## config.mk

```make
export PLATFORM = sky130hd
export DESIGN_NAME = uart_tx_queue
export DESIGN_NICKNAME = d
export VERILOG_FILES = /design/src/rtl/uart_pkg.sv /design/src/rtl/uart_byte_fifo.sv /design/src/rtl/uart_tx_queue.sv
export SDC_FILE = /design/constraint.sdc
export NUM_CORES = 1
export LEC_CHECK = 0
export ABC_AREA = 0
export CAP_MARGIN = 10
export CORE_ASPECT_RATIO = 1.1
export CORE_MARGIN = 2
export CORE_UTILIZATION = 30
export CTS_CLUSTER_DIAMETER = 200
export DETAILED_ROUTE_END_ITERATION = 6
export PLACE_DENSITY = 0.47
export SLEW_MARGIN = 20
export SYNTH_ARGS = -nofsm -noshare
export SYNTH_HDL_FRONTEND = slang
export SYNTH_SLANG_ARGS = --single-unit
export TNS_END_PERCENT = 10
```

## constraint.sdc

```tcl
create_clock -name clk -period 4.3 [get_ports clk]
set_input_delay 0.86 -clock clk [delete_from_list [all_inputs] [get_ports clk]]
set_output_delay 0.86 -clock clk [all_outputs]
set_load 0.02 [all_outputs]
```

## src/rtl/uart_pkg.sv

```systemverilog
// Shared UART definitions: data width, TX queue FSM encoding and the
// baud divider helper used by the transmitter, receiver and TX queue.
package uart_pkg;

  localparam int unsigned UART_DATA_W = 8;

  typedef enum logic [1:0] {
    TXQ_IDLE      = 2'd0,
    TXQ_ISSUE     = 2'd1,
    TXQ_WAIT_DONE = 2'd2
  } txq_state_t;

  // clk cycles per UART bit
  function automatic int unsigned baud_div(input int unsigned clk_freq,
                                           input int unsigned baud_rate);
    return clk_freq / baud_rate;
  endfunction

endpackage

```

## src/rtl/uart_byte_fifo.sv

```systemverilog
// Byte FIFO for the UART TX queue.
// Ports:
//   clk, rst_n        clock, async active-low reset
//   wr_en, wr_data    push strobe and byte; dropped (overflow pulse) when full
//   rd_en, rd_data_c  pop strobe and combinational head byte
//   full, empty       registered level decodes
//   level             entries stored, 0..DEPTH
//   overflow          one-cycle pulse after a dropped write
module uart_byte_fifo
  import uart_pkg::*;
#(
  parameter int unsigned DEPTH = 16
) (
  input  logic                     clk,
  input  logic                     rst_n,
  input  logic                     wr_en,
  input  logic [UART_DATA_W-1:0]   wr_data,
  input  logic                     rd_en,
  output logic [UART_DATA_W-1:0]   rd_data_c,
  output logic                     full,
  output logic                     empty,
  output logic [$clog2(DEPTH):0]   level,
  output logic                     overflow
);

  localparam int unsigned PTR_W = $clog2(DEPTH);
  localparam int unsigned LVL_W = PTR_W + 1;

  logic [UART_DATA_W-1:0] mem_q [DEPTH];
  logic [PTR_W-1:0]       wr_ptr_q, wr_ptr_d;
  logic [PTR_W-1:0]       rd_ptr_q, rd_ptr_d;
  logic [LVL_W-1:0]       level_q, level_d;
  logic                   full_q, full_d;
  logic                   empty_q, empty_d;
  logic                   overflow_q, overflow_d;
  logic                   push, pop;

  // Full is judged on the registered level; a same-cycle pop does not free a slot.
  assign push = wr_en & ~full_q;
  assign pop  = rd_en & ~empty_q;

  // Next-state for pointers, level and flags
  always_comb begin
    wr_ptr_d   = wr_ptr_q + PTR_W'(push);
    rd_ptr_d   = rd_ptr_q + PTR_W'(pop);
    level_d    = level_q + LVL_W'(push) - LVL_W'(pop);
    full_d     = (level_d == LVL_W'(DEPTH));
    empty_d    = (level_d == '0);
    overflow_d = wr_en & full_q;
  end

  // Control registers
  always_ff @(posedge clk or negedge rst_n) begin
    if (!rst_n) begin
      wr_ptr_q   <= '0;
      rd_ptr_q   <= '0;
      level_q    <= '0;
      full_q     <= 1'b0;
      empty_q    <= 1'b1;
      overflow_q <= 1'b0;
    end else begin
      wr_ptr_q   <= wr_ptr_d;
      rd_ptr_q   <= rd_ptr_d;
      level_q    <= level_d;
      full_q     <= full_d;
      empty_q    <= empty_d;
      overflow_q <= overflow_d;
    end
  end

  // Storage array, no reset needed
  always_ff @(posedge clk) begin
    if (push) begin
      mem_q[wr_ptr_q] <= wr_data;
    end
  end

  assign rd_data_c = mem_q[rd_ptr_q];
  assign full      = full_q;
  assign empty     = empty_q;
  assign level     = level_q;
  assign overflow  = overflow_q;

endmodule

```

## src/rtl/uart_tx_queue.sv

```systemverilog
// Byte queue and issue sequencer in front of the UART transmitter.
// Buffers host bytes, presents one at a time on dintx/newd, holds newd for
// HOLD_CYCLES so the divided baud clock can sample it, then waits for donetx.
// Ports:
//   clk, rst_n                 clock, async active-low reset
//   wr_en, wr_data             host write
//   full, empty, level         queue status
//   overflow                   one-cycle pulse on a dropped write
//   newd, dintx                request and byte to the transmitter
//   donetx                     transmitter done (asynchronous)
//   busy                       high while issuing or waiting for done
//   tx_timeout                 WAIT_DONE timeout pulse
// Optional feature macro: UART_TXQ_TIMEOUT_EN (WAIT_DONE timeout; otherwise
// tx_timeout is tied 0 and WAIT_DONE waits indefinitely).
module uart_tx_queue
  import uart_pkg::*;
#(
  parameter int unsigned DEPTH          = 16,
  parameter int unsigned CLK_FREQ       = 1000000,
  parameter int unsigned BAUD_RATE      = 9600,
  parameter int unsigned HOLD_CYCLES    = 2 * (baud_div(CLK_FREQ, BAUD_RATE) / 2 + 1) + 2,
  parameter int unsigned TIMEOUT_CYCLES = 16 * baud_div(CLK_FREQ, BAUD_RATE)
) (
  input  logic                     clk,
  input  logic                     rst_n,
  input  logic                     wr_en,
  input  logic [UART_DATA_W-1:0]   wr_data,
  output logic                     full,
  output logic                     empty,
  output logic [$clog2(DEPTH):0]   level,
  output logic                     overflow,
  output logic                     newd,
  output logic [UART_DATA_W-1:0]   dintx,
  input  logic                     donetx,
  output logic                     busy,
  output logic                     tx_timeout
);

  localparam int unsigned HOLD_W = $clog2(HOLD_CYCLES + 1);

  localparam logic [1:0] ST_IDLE      = TXQ_IDLE;
  localparam logic [1:0] ST_ISSUE     = TXQ_ISSUE;
  localparam logic [1:0] ST_WAIT_DONE = TXQ_WAIT_DONE;

  logic [1:0]             state_q, state_d;
  logic [HOLD_W-1:0]      hold_q, hold_d;
  logic                   newd_q, newd_d;
  logic [UART_DATA_W-1:0] dintx_q, dintx_d;
  logic                   busy_q, busy_d;
  logic                   pend_q, pend_d;
  logic [2:0]             sync_q, sync_d;
  logic                   done_rise;
  logic                   pop_c;
  logic [UART_DATA_W-1:0] head_c;
  logic                   fifo_empty;

`ifdef UART_TXQ_TIMEOUT_EN
  localparam int unsigned TMO_W = $clog2(TIMEOUT_CYCLES + 1);
  logic [TMO_W-1:0] tmo_cnt_q, tmo_cnt_d;
  logic             tx_timeout_q, tx_timeout_d;
`endif

  uart_byte_fifo #(
    .DEPTH (DEPTH)
  ) u_fifo (
    .clk       (clk),
    .rst_n     (rst_n),
    .wr_en     (wr_en),
    .wr_data   (wr_data),
    .rd_en     (pop_c),
    .rd_data_c (head_c),
    .full      (full),
    .empty     (fifo_empty),
    .level     (level),
    .overflow  (overflow)
  );

  // Two-flop synchroniser plus an edge-detect flop for donetx
  assign sync_d    = {sync_q[1:0], donetx};
  assign done_rise = sync_q[1] & ~sync_q[2];

  // Issue sequencer next-state and outputs
  always_comb begin
    state_d = state_q;
    hold_d  = hold_q;
    newd_d  = newd_q;
    dintx_d = dintx_q;
    pend_d  = pend_q;
    pop_c   = 1'b0;
`ifdef UART_TXQ_TIMEOUT_EN
    tmo_cnt_d    = tmo_cnt_q;
    tx_timeout_d = 1'b0;
`endif

    case (state_q)
      ST_IDLE: begin
        pend_d = 1'b0;
        if (!fifo_empty) begin
          pop_c   = 1'b1;
          dintx_d = head_c;
          newd_d  = 1'b1;
          hold_d  = HOLD_W'(HOLD_CYCLES - 1);
          state_d = ST_ISSUE;
        end
      end
      ST_ISSUE: begin
        // A fast transmitter can finish before newd drops; remember it.
        if (done_rise) begin
          pend_d = 1'b1;
        end
        if (hold_q == '0) begin
          newd_d  = 1'b0;
          state_d = ST_WAIT_DONE;
`ifdef UART_TXQ_TIMEOUT_EN
          tmo_cnt_d = '0;
`endif
        end else begin
          hold_d = hold_q - HOLD_W'(1);
        end
      end
      ST_WAIT_DONE: begin
        if (done_rise || pend_q) begin
          pend_d  = 1'b0;
          state_d = ST_IDLE;
        end
`ifdef UART_TXQ_TIMEOUT_EN
        // Pulse lands in the cycle the counter reaches the limit; leave then.
        else if (tmo_cnt_q == TMO_W'(TIMEOUT_CYCLES)) begin
          state_d = ST_IDLE;
        end else begin
          tmo_cnt_d    = tmo_cnt_q + TMO_W'(1);
          tx_timeout_d = (tmo_cnt_q == TMO_W'(TIMEOUT_CYCLES - 1));
        end
`endif
      end
      default: begin
        state_d = ST_IDLE;
        newd_d  = 1'b0;
        pend_d  = 1'b0;
      end
    endcase

    busy_d = (state_d != ST_IDLE);
  end

  // Sequencer registers
  always_ff @(posedge clk or negedge rst_n) begin
    if (!rst_n) begin
      state_q <= ST_IDLE;
      hold_q  <= '0;
      newd_q  <= 1'b0;
      dintx_q <= '0;
      busy_q  <= 1'b0;
      pend_q  <= 1'b0;
      sync_q  <= '0;
    end else begin
      state_q <= state_d;
      hold_q  <= hold_d;
      newd_q  <= newd_d;
      dintx_q <= dintx_d;
      busy_q  <= busy_d;
      pend_q  <= pend_d;
      sync_q  <= sync_d;
    end
  end

`ifdef UART_TXQ_TIMEOUT_EN
  // WAIT_DONE timeout counter
  always_ff @(posedge clk or negedge rst_n) begin
    if (!rst_n) begin
      tmo_cnt_q    <= '0;
      tx_timeout_q <= 1'b0;
    end else begin
      tmo_cnt_q    <= tmo_cnt_d;
      tx_timeout_q <= tx_timeout_d;
    end
  end
  assign tx_timeout = tx_timeout_q;
`else
  assign tx_timeout = 1'b0;
`endif

  assign empty = fifo_empty;
  assign newd  = newd_q;
  assign dintx = dintx_q;
  assign busy  = busy_q;

endmodule

```

Yosys cells after proc, flatten, opt, wreduce, memory -nomap -nowiden
Memory sizes are Yosys's and may differ from the RTL's. A register that Yosys moved wholly into a read port is not among the register bits.
Cells that the tools add are included.
Word-level totals
  register bits: 31
  latch bits: 0
  RAM bits: 128
  memory bits (read-only): 0
  bits of input ports: 12
  output and inout bits: 19
  word-level logic and storage cells: 62
  memories kept: 1
Cells by class
  add/subtract/negate cells: 5
  multiply operators: 0
  divide/modulo/power cells: 0
  $lt $le $gt $ge: 0
  eq/ne operators: 8
  shifts and indexed selects: 0
  muxes and demuxes: 17
  bitwise operators: 8
  reductions and logical operators: 11
Memories
  u_fifo.mem_q: depth 16, bits a word 8, rd ports 1, clocked after Yosys merged registers in 1, write ports 1, line uart_byte_fifo.sv:29  | logic [UART_DATA_W-1:0] mem_q [DEPTH];
Operators by type and width (number)
  7-bit two-way mux: 2
  7-bit one-hot mux with 2 select lines: 1
  2-bit inequality test (second input constant): 5
  4-bit by 1-bit adder with 4-bit output: 2
  1-bit two-way mux: 8
  7-bit zero test: 1
  7-bit by 1-bit subtractor with 7-bit output (second input constant): 1
  2-bit two-way mux: 3
  2-bit one-hot mux with 3 select lines: 1
  3-bit AND reduction: 2
  5-bit by 1-bit adder with 5-bit output: 1
  5-bit equality test (second input constant): 1
  5-bit zero test: 1
  5-bit by 1-bit subtractor with 5-bit output: 1
  1-bit AND: 4
  1-bit inverter: 4
  2-bit AND reduction: 2
  2-bit nonzero test: 2
  1-bit one-hot mux with 3 select lines: 1
  2-bit by 1-bit equality test with 1-bit output (second input constant): 1
  2-bit equality test (second input constant): 1
  2-bit zero test: 1
  1-bit one-hot mux with 2 select lines: 1
  1-bit zero test: 1
  1-bit logical OR: 1

Longest topological paths before layout
Gate-level depths: netlist (run 1).
  depth after elaboration: 6
  mapped depth: 11
  depth with buffers taken out: 10

Modules after synthesis
Synthesis (run 1) repeated with hierarchy kept, for this count alone.
Unflattened totals
  cells, all modules: 375
  area total of the unflattened synthesis: 6690.2 sq um
By module, submodules not included
  uart_byte_fifo: times used 1, cells each 278, area each 5689.2 sq um
  uart_tx_queue: times used 1, cells each 97, area each 1001.0 sq um

Worst setup path after synthesis (run 1)
OpenSTA, ideal clock, no wires.
  path type: reg-to-reg
  start: register u_fifo.empty_q (netlist: u_fifo.empty)
  end: register u_fifo.full_q (netlist: u_fifo.full)
  library setup time: 0.088 ns
  arrival: 2.594 ns
  setup slack: 1.618 ns
  stages on the path, launching flop included: 12
  buffers on the path: 1
  cells stage by stage: dfstp_2 or3_1 clkbuf_1 inv_1 ha_1 inv_1 ha_1 fa_1 a21o_1 a21oi_1 xnor2_1 nor3b_1
On the way
  cells in the longest elaborated chain, start to end: 5
  elaborated cells on any way between the ends: 6
  those cells by class: add/sub: 1; eq/ne: 1; mux: 2; bitwise: 2
RTL lines
  start: declaration: line uart_byte_fifo.sv:34  | logic empty_q, empty_d;
  start signal: assignment: line uart_byte_fifo.sv:66  | empty_q <= empty_d;
  1-bit two-way mux: line uart_tx_queue.sv:98  | if (!fifo_empty) begin
  1-bit two-way mux: line uart_tx_queue.sv:95  | case (state_q)
  net pop_c: line uart_tx_queue.sv:53  | logic pop_c;
  1-bit AND: line uart_byte_fifo.sv:40  | assign pop = rd_en & ~empty_q;
  5-bit by 1-bit subtractor with 5-bit output: line uart_byte_fifo.sv:46  | level_d = level_q + LVL_W'(push) - LVL_W'(pop);
  net u_fifo.level_d[4]: line uart_byte_fifo.sv:32  | logic [LVL_W-1:0] level_q, level_d;
  5-bit equality test: line uart_byte_fifo.sv:47  | full_d = (level_d == LVL_W'(DEPTH));
  net u_fifo.full_d: line uart_byte_fifo.sv:33  | logic full_q, full_d;
  end signal: assignment: line uart_byte_fifo.sv:65  | full_q <= full_d;
  end: declaration: line uart_byte_fifo.sv:33
The timed path passes the listed nets, and every way through them passes these cells.
A chain may end at the register's enable or synchronous reset.

Worst setup path in the final report (run 1)
Same ends and word-level chain as after synthesis.

==> results of run 1 <==
==> critical path: cells and delay by family (launching register included) <==
family	cells	cell delay, ns
buffers and inverters	3	0.41
and+or+nand+nor	2	0.31
adders and majority gates	3	0.90
AOI/OAI and AO/OA	2	0.35
DFF	1	0.54
xor gates and xnor gates	1	0.17
==> power by group through the flow <==
| stage | clock [mW] | sequential [mW] | combinational [mW] |
|---|---|---|---|
| floorplan | 0 | 2.30 | 1.09 |
| global placement | 0 | 2.43 | 1.54 |
| detailed placement | 0 | 2.43 | 1.57 |
| CTS | 1.52 | 2.40 | 1.57 |
| global route | 1.59 | 2.36 | 1.81 |
| finish | 1.49 | 2.31 | 1.64 |
==> final cells by class <==
| class | instances | area (um^2) |
|---|---|---|
| clock inverters | 14 | 149 |
| well taps | 295 | 369 |
| multi-input cells | 215 | 1690 |
| fillers | 2080 | 14000 |
| repair buffers | 36 | 358 |
| inverters | 13 | 48.8 |
| flip-flops and latches | 167 | 4820 |
| clock buffers | 18 | 429 |
==> routing by layer <==
layer | GRT usage | wire (um) | part of all wire
met2 | 0.222 | 7610 | 0.53
met1 | 0.161 | 6250 | 0.43
met4 | 0.0414 | 149 | 0.010
met5 | 0 | 0 | 0
met3 | 0.0277 | 379 | 0.026
==> per-stage QoR <==
| stage | instances | util | cell area, um^2 | hold slack (ns) | setup WS, ns |
|---|---|---|---|---|---|
| 3_3_place_gp | 725 | 0.332 | 7260 | 0.333 | 1.28 |
| 5_1_grt | 758 | 0.359 | 7870 | 0.367 | 1.31 |
| 2_1_floorplan | 414 | - | 6640 | 0.331 | 1.62 |
| 4_1_cts | 757 | 0.358 | 7840 | 0.356 | 1.50 |
| 6_report | 758 | 0.359 | 7870 | 0.354 | 1.53 |
| 3_5_place_dp | 725 | 0.332 | 7260 | 0.339 | 1.27 |
==> how the worst max path moves through the flow <==
stage / start / endpoint / cells past startpoint / slack [ns]
floorplan: u_fifo.empty / u_fifo.full / 11 / 1.62
global placement: wr_en / u_fifo.full / 9 / 1.28
detailed placement: wr_en / u_fifo.full / 9 / 1.27
CTS: u_fifo.empty / u_fifo.full / 11 / 1.50
global route: u_fifo.empty / u_fifo.full / 10 / 1.31
finish: u_fifo.empty / u_fifo.full / 11 / 1.53
==> flip-flops by register name, summed over array words and instances (netlist names) <==
| name | cells |
|---|---|
| u_fifo.mem_q | 128 |
| dintx | 8 |
| hold_q | 7 |
| u_fifo.level | 5 |
| u_fifo.rd_ptr_q | 4 |
| u_fifo.wr_ptr_q | 4 |
| sync_q | 3 |
| state_q | 2 |
| busy | 1 |
| newd | 1 |
| pend_q | 1 |
| u_fifo.empty | 1 |
| u_fifo.full | 1 |
| u_fifo.overflow | 1 |
==> kinds of logic after synthesis <==
family / after synthesis / share of synthesized area
xor+xnor: 8 / 0.0106
simple gates: 77 / 0.0569
other cells: 1 / 0.000565
mux: 64 / 0.101
flops: 167 / 0.726
compound gates: 54 / 0.0629
fa+ha+maj: 11 / 0.0219
buf+inv: 32 / 0.0202
==> synthesized netlist by cell type (all sizes together) (3+ instances only) <==
library cell,n
or3,5
nand3,14
xor2,3
ha,10
edfxtp,128
and2,3
clkbuf,9
or4,3
a21oi,6
o31ai,3
buf,10
inv,13
nor2,19
mux2i,61
dfrtp,38
nor3,5
a32oi,7
a22oi,28
xnor2,5
nor2b,3
nand2,18
nand2b,5
==> results.cfg, run 1 <==
[synthesis]
synth-seq-cells = 167
syn_area_um2 = 6640
syn_area_per_cell_um2 = 16.0
yosysSeqAreaShare = 0.726
ys_warn_count = 0
synth_ff_type = edfxtp_1
synthTopCellsByArea = edfxtp_1 (58%), dfrtp_1 (14%), mux2i_1 (9.2%), a22oi_1 (3.2%), ha_1 (1.9%)
synth_top_area_share = 0.579
async_flop_share = 0.234
synth_area_leader_cell = edfxtp_1
synth_cell_type_count = 40
synth_cells = 414
synth_edf_count = 128
syn_nets = 437

[pwr]
p_per_area_nw_per_um2 = 691
irDropWorstVdd_uv = 315
seq_power_share = 0.425
power.switching_mw = 1.83
p_total_mw = 5.44
p_clk_frac = 0.274
power.internal_mw = 3.61
sw_frac_of_total = 0.336
leakagePower_nw = 2.87
pwr-share-comb = 0.301

[cts]
numCtsBuffers = 17
h-tree-depth = 4
cts_tree = yes
clock_path_buffers = 2
cts_setup_buffers = 0
clk_pin_slew_ns = 0.07
post_cts_resized = 0
cts-root-buf = clkbuf_16
clock_latency_ns = 0.43
clock-sinks = 167
ctsHoldBuffers = 0

[route]
drcViolationCount = 0
wire_per_inst_um = 19.0
detail_route.iter0.violations = 236
num_vias = 3580
avgViaCountPerCell = 4.72
wl_um = 14400
ant_nets = 0
first_pass_iters = 4

[cells_and_area]
final_cell_mix = edfxtp_1 (128), mux2i_1 (61), dfrtp_1 (37)
fin_nets = 473
layout_commonest_cell = edfxtp_1
diodes = 0
drive_gt1_frac = 0.104
syn_to_final_growth_pct = 18.5

[timing]
rsz0062_at_grt = false
relSlewSlack = 0.252
skew_ns = 0.0109
drv_slew = 0
final.setup.tns_ns = 0
min_period_ns = 2.77
finalSetupViolCount = 0
hold_violations = 0
worstMarginPinSlew_ns = 1.12
fmax_mhz = 361
fin_crit_sh = 0.645

[worst_hold_path]
hold_depth = 0
worstHoldEndpoint = sync_q[1]
min_from = sync_q[0]
min_path_type = reg -> reg

[setup_path]
crit_arrival_ns = 3.10
critPathCaptureType = register
critPathSlowestCell = dfstp_2
reg2reg_depth = 11
cp_max_fo = 17
r2r_slack_ns = 1.53
worstSetupPathType = reg -> reg
required_ns = 4.63
path_cells = or3_1, buf_4, inv_1, ha_1, inv_1, ha_1, fa_1, a21o_1, a21oi_1, xnor2_1, nor3b_1
slowest_delay_ns = 0.54
startpoint_type = register
regToRegStartpoint = u_fifo.empty
rr_endpoint = u_fifo.full

[place]
io_buffers = 29
hpwl_um = 9350
place.gp.congestion = 0.778

[floorplan]
io_pins = 31
start_util = 0.303
die_x_um = 146
core_area_um2 = 21900
dieArea_um2 = 23300
core.rowCount = 57
die_h_um = 160

[flow_run]
drv_cap = 0

[global_route]
grt_pass1_wl_um = 22200
grt-ovfl-total = 0
gr-usage-all-layers = 0.129
antenna_found_initial = 0
grt_max_degree = 64
grt_pass1_vias = 3737

[status]
status = finished clean
(Power assumes the default switching activity.)
==> run 2: changes to the inputs <==
--- a/config.mk
+++ b/config.mk
@@ -12,7 +12,7 @@
 export CORE_UTILIZATION = 30
 export CTS_CLUSTER_DIAMETER = 200
 export DETAILED_ROUTE_END_ITERATION = 6
-export PLACE_DENSITY = 0.47
+export PLACE_DENSITY = 0.49
 export SLEW_MARGIN = 20
 export SYNTH_ARGS = -nofsm -noshare
 export SYNTH_HDL_FRONTEND = slang
==> constraint.sdc (replaced) <==
create_clock -name clk -period 2.25 [get_ports clk]
set_input_delay 0.45 -clock clk [delete_from_list [all_inputs] [get_ports clk]]
set_output_delay 0.45 -clock clk [all_outputs]
set_load 0.02 [all_outputs]
==> results.cfg, run 2 (synthesis gave the netlist of run 1 again) <==
[cells_and_area]
fill_cells = 2069
layout_commonest_cell = edfxtp_1
drive_gt1_frac = 0.165
top_register = u_fifo.mem_q
regArea_um2 = 4820
finalNonFillerCells = 785
diodes = 0
final_cell_mix = edfxtp_1 (128), mux2i_1 (61), dfrtp_1 (37)
syn_to_final_growth_pct = 22.7
final_util = 0.372
multi_input_area_um2 = 1740
largest_register_ffs = 128
fin_nets = 500

[route]
avgViaCountPerCell = 4.60
first_pass_iters = 5
ant_nets = 0
wire_per_inst_um = 17.6
wl_um = 13800
num_vias = 3608
detail_route.iter0.violations = 201
drcViolationCount = 0

[pwr]
p_total_mw = 10.8
pwr-share-comb = 0.325
power.internal_mw = 7.29
seq_power_share = 0.403
power.switching_mw = 3.50
p_clk_frac = 0.272
leakagePower_nw = 3.04
irDropWorstVdd_uv = 549
sw_frac_of_total = 0.324
p_per_area_nw_per_um2 = 1320

[worst_hold_path]
hold_depth = 0
min_from = sync_q[0]
min_path_type = reg -> reg

[place]
io_buffers = 29
hpwl_um = 9020
place.gp.congestion = 0.754
dpl_worst_slack_ns = -0.120
place_inst = 752

[setup_path]
cp_max_fo = 2
crit_arrival_ns = 2.62
critPathSlowestCell = fa_2
worstSetupPathType = reg -> reg
cp_num_cells = 8
slowest_delay_ns = 0.45
critPathCaptureType = register
cp_num_buf_inv = 2
regToRegStartpoint = state_q[0]
cp_top_family = simple AND/OR/NAND/NOR gates
startpoint_type = register
reg2reg_depth = 8
path_cells = or3_4, inv_4, ha_4, inv_2, ha_4, fa_2, or3_4, nor3_1
required_ns = 2.59
startpoint = state_q[0]

[timing]
fin_crit_sh = 1.01
fmax_mhz = 439
finalSetupViolCount = 2
fin_ws_ns = -0.0263
hold_violations = 0
relSlewSlack = 0.578
worstMarginPinSlew_ns = 0.630
rsz0062_at_grt = true
skew_ns = 0.00783
min_period_ns = 2.28
drv_slew = 0

[flow_run]
drv_cap = 0

[global_route]
grt_pass1_wl_um = 21600
grt_max_degree = 28
antenna_found_initial = 0
grt-ovfl-total = 0
gr-usage-all-layers = 0.124
grt_pass1_vias = 3792

[floorplan]
die_h_um = 160
die_x_um = 146
dieArea_um2 = 23300
start_util = 0.303
io_pins = 31
core_area_um2 = 21900
core.rowCount = 57

[cts]
numCtsBuffers = 17
cts_setup_buffers = 0
cts_tree = yes
cts-root-buf = clkbuf_16
clock_latency_ns = 0.43
clock-sinks = 167
h-tree-depth = 4
clk_pin_slew_ns = 0.06
clock_path_buffers = 2

[status]
violations = negative setup slack
status = complete, but fails checks
-- run 2: cell count changes in the layout (fill, tap and decap cells not counted), sizes merged --
cell | before | now
buf | 8 | 34
dlygate4sd3 | 0 | 1
clkbuf | 18 | 20
bufinv | 2 | 3
inv | 17 | 16
clkinvlp | 3 | 1
-- run 2: cell type report --
| class | count | share of cell area |
|---|---|---|
| sequential | 167 | 0.592 |
| clock inverter | 12 | 0.0183 |
| timing repair buffer | 63 | 0.0697 |
| clock buffer | 20 | 0.0548 |
| inverter | 13 | 0.00630 |
| tap | 295 | 0.0453 |
| multi-input combinational | 215 | 0.213 |
-- run 2: worst paths after layout --
path | endpoint | slack (ns)
hold reg to reg | sync_q[1] | 0.35
min in group asynchronous | hold_q[6] | 0.46
max in group asynchronous | u_fifo.empty | 1.08
setup / recovery | u_fifo.empty | -0.03
setup reg to reg | u_fifo.empty | -0.03
hold / removal | sync_q[1] | 0.35
-- run 2: repair_timing --
item	CTS	global route
pin swaps	0	3
setup endpoints to repair	2	2
hold buffers	1	0
resized for setup	1	2
hold endpoints to repair	12	0
-- run 2: per-layer routing --
metal / routed length (um) / global-route usage
met1: 6430 / 0.157
met2: 6840 / 0.207
met3: 371 / 0.0303
met4: 212 / 0.0455
met5: 0 / 0
-- run 2: power by group through the flow --
stage               Combinational, mW  Clock (mW)  Sequential (mW)
floorplan                        2.19           0             4.40
global placement                 3.43           0             4.41
detailed placement               3.49           0             4.42
CTS                              3.50        3.00             4.36
global route                     3.86        3.12             4.43
finish                           3.51        2.93             4.35
-- run 2: metrics by stage --
stage / setup TNS (ns) / hold WS, ns / cell area [um^2]
finish: -0.0458 / 0.352 / 8150
floorplan: -0.265 / 0.154 / 6690
CTS: -0.0905 / 0.354 / 8140
global route: -0.206 / 0.366 / 8150
global placement: -0.209 / 0.333 / 7530
detailed placement: -0.231 / 0.343 / 7530
==> run 3: changes to the inputs <==
--- a/config.mk
+++ b/config.mk
@@ -10,7 +10,7 @@
 export CORE_ASPECT_RATIO = 1.1
 export CORE_MARGIN = 2
 export CORE_UTILIZATION = 30
-export CTS_CLUSTER_DIAMETER = 200
+export CTS_CLUSTER_DIAMETER = 100
 export DETAILED_ROUTE_END_ITERATION = 6
 export PLACE_DENSITY = 0.49
 export SLEW_MARGIN = 20
==> results of run 3 <==
Final layout, timing and power as in run 2 (identical DEF).
